==> src/rtl/shift_r_seq_if.sv <==
// shift_r_seq_if: request/result bundle for the sequential right shifter
interface shift_r_seq_if;
  logic        start_i;
  logic [15:0] in_i;
  logic [3:0]  amt_i;
  logic        arith_i;
  logic [15:0] out_o;
  logic        busy_o;
  logic        done_o;
  modport master (output start_i, in_i, amt_i, arith_i, input out_o, busy_o, done_o);
  modport slave  (input start_i, in_i, amt_i, arith_i, output out_o, busy_o, done_o);
endinterface

==> src/rtl/shift_r_seq.sv <==
// shift_r_seq: one-bit-per-cycle right shifter; arithmetic fill enabled by SHIFT_R_SEQ_ARITH_EN
module shift_r_seq (
  input  logic         clk,
  input  logic         rst,
  shift_r_seq_if.slave b
);
`ifdef SHIFT_R_SEQ_ARITH_EN
  localparam logic ARITH_EN = 1'b1;
`else
  localparam logic ARITH_EN = 1'b0;
`endif
  typedef enum logic [1:0] {IDLE, SHIFT, DONE} state_t;
  state_t      state_q, state_d;
  logic [15:0] sr_q, sr_d;
  logic [3:0]  cnt_q, cnt_d;
  logic        fill_q, fill_d;
  // next state: capture on accepted start, shift one bit per SHIFT cycle, single DONE cycle
  always_comb begin
    state_d = state_q;
    sr_d    = sr_q;
    cnt_d   = cnt_q;
    fill_d  = fill_q;
    unique case (state_q)
      IDLE: if (b.start_i) begin
        sr_d    = b.in_i;
        cnt_d   = b.amt_i;
        fill_d  = ARITH_EN & b.arith_i & b.in_i[15];
        state_d = b.amt_i == 4'd0 ? DONE : SHIFT;
      end
      SHIFT: begin
        sr_d    = {fill_q, sr_q[15:1]};
        cnt_d   = cnt_q - 4'd1;
        state_d = cnt_q == 4'd1 ? DONE : SHIFT;
      end
      DONE: state_d = IDLE;
      default: state_d = IDLE;
    endcase
  end
  // state registers; reset aborts any operation in flight
  always_ff @(posedge clk) begin
    if (rst) begin
      state_q <= IDLE;
      sr_q    <= '0;
      cnt_q   <= '0;
      fill_q  <= 1'b0;
    end else begin
      state_q <= state_d;
      sr_q    <= sr_d;
      cnt_q   <= cnt_d;
      fill_q  <= fill_d;
    end
  end
  assign b.out_o  = sr_q;
  assign b.busy_o = state_q != IDLE;
  assign b.done_o = state_q == DONE;
endmodule

==> src/flat_wrapper.sv <==
// flat-port wrapper written by rule: the top's interface ports become plain ports
module shift_r_seq_flat 
  (clk, rst, b_start_i, b_in_i, b_amt_i, b_arith_i, b_out_o, b_busy_o, b_done_o);
  shift_r_seq_if b_i ();
  input  logic clk;
  input  logic rst;
  input wire logic [$bits(b_i.start_i)-1:0] b_start_i;
  input wire logic [$bits(b_i.in_i)-1:0] b_in_i;
  input wire logic [$bits(b_i.amt_i)-1:0] b_amt_i;
  input wire logic [$bits(b_i.arith_i)-1:0] b_arith_i;
  output wire logic [$bits(b_i.out_o)-1:0] b_out_o;
  output wire logic [$bits(b_i.busy_o)-1:0] b_busy_o;
  output wire logic [$bits(b_i.done_o)-1:0] b_done_o;
  assign b_i.start_i = b_start_i;
  assign b_i.in_i = b_in_i;
  assign b_i.amt_i = b_amt_i;
  assign b_i.arith_i = b_arith_i;
  assign b_out_o = b_i.out_o;
  assign b_busy_o = b_i.busy_o;
  assign b_done_o = b_i.done_o;
  shift_r_seq u_core (.clk(clk), .rst(rst), .b(b_i));
endmodule
==> config.mk <==
export PLATFORM = sky130hd
export DESIGN_NAME = shift_r_seq_flat
export DESIGN_NICKNAME = d
export VERILOG_FILES = /design/src/rtl/shift_r_seq_if.sv /design/src/rtl/shift_r_seq.sv /design/src/flat_wrapper.sv
export SDC_FILE = /design/constraint.sdc
export NUM_CORES = 1
export LEC_CHECK = 0
export BUFFER_PORTS_ARGS = -buffer_cell sky130_fd_sc_hd__clkbuf_2
export CAP_MARGIN = 20
export CORE_UTILIZATION = 40
export CTS_CLUSTER_SIZE = 16
export DETAILED_ROUTE_END_ITERATION = 10
export PLACE_DENSITY = 0.69
export SYNTH_ARGS = -nofsm -noshare
export SYNTH_HDL_FRONTEND = slang
export SYNTH_SLANG_ARGS = --single-unit
==> constraint.sdc <==
create_clock -name clk -period 1.4 [get_ports clk]
set_clock_uncertainty 0.1 [all_clocks]
set_input_delay 0.14 -clock clk [delete_from_list [all_inputs] [get_ports clk]]
set_output_delay 0.14 -clock clk [all_outputs]
set_load 0.01 [all_outputs]
==> impl_metrics.toml <==
[timing]
slew-limit-headroom = 0.794
setup_ws_ps = 22.8
hold_viol = 0
finalSetupViolations = 0
fin_crit_sh = 0.984
slew_viol_final = 0
period_minus_slack_ps = 1380
clock.fmax_mhz = 726
rsz0062_at_grt = "true"
tightest_slew_ps = 306

[worst_hold_path]
hold_path.class = "in2reg"
worstHoldStart = "b_in_i[6]"

[logic_synthesis]
synth_top_area_frac = 0.366
synthAdderAreaFrac = 0.0208
synth.net_count = 159
syn_area_um2 = 1200
ys.flop_type = "dfxtp_1"
synth_top_area_cell = "dfxtp_1"
synth.area.top_cells = "dfxtp_1 37%, a311oi_2 12%, nand2_1 9.7%"
synthArstFlopShare = 0
synth_top_family_by_area = "compound AO/OA/AOI/OAI gates"
synthCells = 133
yosys.area_share.simple = 0.246
synth_xor_area_frac = 0
synthMuxAreaShare = 0.00831
yosysSeqAreaShare = 0.366
avgSynthCellArea_um2 = 9.06
synth_seq_cells = 22
yosys_warnings = 0
synth_compound_area_frac = 0.264
ys_types = 32
synth_edf_count = 0

[placed_design]
place_area_um2 = 1480
place_congestion = 0.742
place_inst = 204
port_buffers = 40
pre_cts_slack_ps = 29.4
dp_hpwl_mm = 2.03

[setup_path]
path_delay_family = "simple AND/OR/NAND/NOR gates"
critPathMaxFanout = 4
path_buf_inv = 2
cp-start-kind = "register"
cp_common_cell = "buf_6"
slowest_delay_ps = 380
worstSetupEndpointType = "register"
crit_slowest_cell = "or3b_1"
r2r_start = "u_core.state_q[1]$_SDFFE_PP0P_"
crit_type = "reg2reg"
cp_cell_sequence = "buf_6 -> buf_6 -> or3b_1 -> o221ai_1 -> a21oi_1"
required_ps = 1510
critPathArrivalTime_ps = 1490
cp-startpoint = "u_core.state_q[1]$_SDFFE_PP0P_"

[global_routing]
grt_pass1_vias = 1114
grt_pass1_wl_mm = 5.04
overflow = 0
grt_max_degree = 18
grt_usage = 0.197
antenna_found_initial = 0

[floorplanning]
coreArea_um2 = 2810
fp.dieH_um = 56.9
dieArea_um2 = 3240
fp.dieW_um = 56.9
io_pins = 42
rows = 19
initial_core_util = 0.430

[pwr]
p_total_mw = 1.70
ir_drop_mv = 0.634
p_leak_nw = 0.773
p_per_area_nw_per_um2 = 980

[clocking]
cts_max_level = 1
cts_tree = "done"
numCtsBuffers = 3
cts_sinks = 22
cts-root-buf = "clkbuf_4"
clk_latency_ps = 310
path_clk_slew_ps = 130
cts_max_path_buffers = 2

[layout]
finalNonFillerCells = 228
final_common_cell = "clkbuf_2"
nNetsFinal = 224
area_growth_pct = 43.8
antenna_cells = 0
final_util = 0.618
design_area_um2 = 1730
layout_common_cells = "39 x clkbuf_2, 31 x nand2_1, 19 x dfxtp_1, 15 x dlygate4sd3_1, 11 x buf_4"
drive_gt1_frac = 0.467

[routing]
vias = 1161
dr.pass1.iters = 7
drc = 7
via_per_inst = 5.09
post_drt_wl_per_cell_um = 12.8
drt_wl_total_mm = 2.91
drtAntennaViolNets = 0
drt_iter0_drc = 34

[status]
status = "finished with violations"
violations = "design-rule violations"

[job]
cap_violations = 0
## worst paths after layout
check	end	slack (ps)	cells past startpoint
setup reg to reg	u_core.cnt_q[3]$_SDFFE_PP0P_	20	5
setup / recovery	u_core.cnt_q[3]$_SDFFE_PP0P_	20	5
hold reg to reg	u_core.b.out_o[15]$_SDFFE_PP0P_	400	2
hold / removal	u_core.b.out_o[6]$_SDFFE_PP0P_	5	3
## Yosys cell counts, types with 2 or more instances
master,number
nand2b_1,3
nand2_1,31
nor2_2,10
a311oi_1,6
buf_4,2
a21oi_1,3
a211oi_1,2
nor2b_1,3
nor2_1,9
a311oi_2,10
clkbuf_1,2
a32oi_1,2
nor3_1,2
ha_1,2
dfxtp_1,22
inv_1,4
buf_2,4
buf_6,2
## through the flow
step | TNS (ps) | hold slack, ps
after floorplan | 0 | 202
after global routing | -25.5 | 1.27
after CTS | 0 | 0.0550
after global placement | 0 | 296
after detailed placement | 0 | 306
final | 0 | 5.42
## cell type report
type                    instances  area, um^2
multi-input cells              95         657
flip-flops and latches         22         444
inverters                       4        15.0
clock buffers                   4        36.3
well taps                      31        38.8
repair buffers                 72         542
fillers                       243        1070
## tightest hold or removal path, delay by kind of cell
family                 cells  cell delay (ps)
and+or+nand+nor            1               60
AOI/OAI and AO/OA          1               90
buffers and inverters      1               80
## repair_timing
action / 4_1_cts / 5_1_grt
endpoints found under the setup margin: 1 / 21
setup buffers: 4 / 1
gates resized for setup: 3 / 7
pin swaps: 0 / 1
endpoints found under the hold margin: 13 / 2
hold buffers: 13 / 2
## routing by layer
| layer | GRT usage | up-vias | wire, um |
|---|---|---|---|
| met5 | 0 | - | 0 |
| met4 | 0.0418 | 0 | 16 |
| met3 | 0.0276 | 2 | 111 |
| met2 | 0.350 | 28 | 1470 |
| met1 | 0.251 | 536 | 1310 |
| li1 | - | 595 | - |
## cells by family (layout without fill, tap and decap cells)
logic type | Yosys count | count (layout)
AO/OA/AOI/OAI | 29 | 29
adder cells (fa/ha/maj) | 2 | 2
buffers and inverters | 16 | 80
flip-flops | 22 | 22
multiplexers | 1 | 1
AND/OR/NAND/NOR | 63 | 63
## flip-flops by register name, indices dropped and copies added, names as in the netlist
name            cells
u_core.state_q      2
u_core.b.out_o     16
u_core.cnt_q        4
## power by group
group	total, mW	internal (mW)	switching, mW
Sequential	0.761	0.700	0.0618
Combinational	0.574	0.297	0.277
Clock	0.363	0.159	0.204
Note: power is estimated with default switching activity, not from simulation.
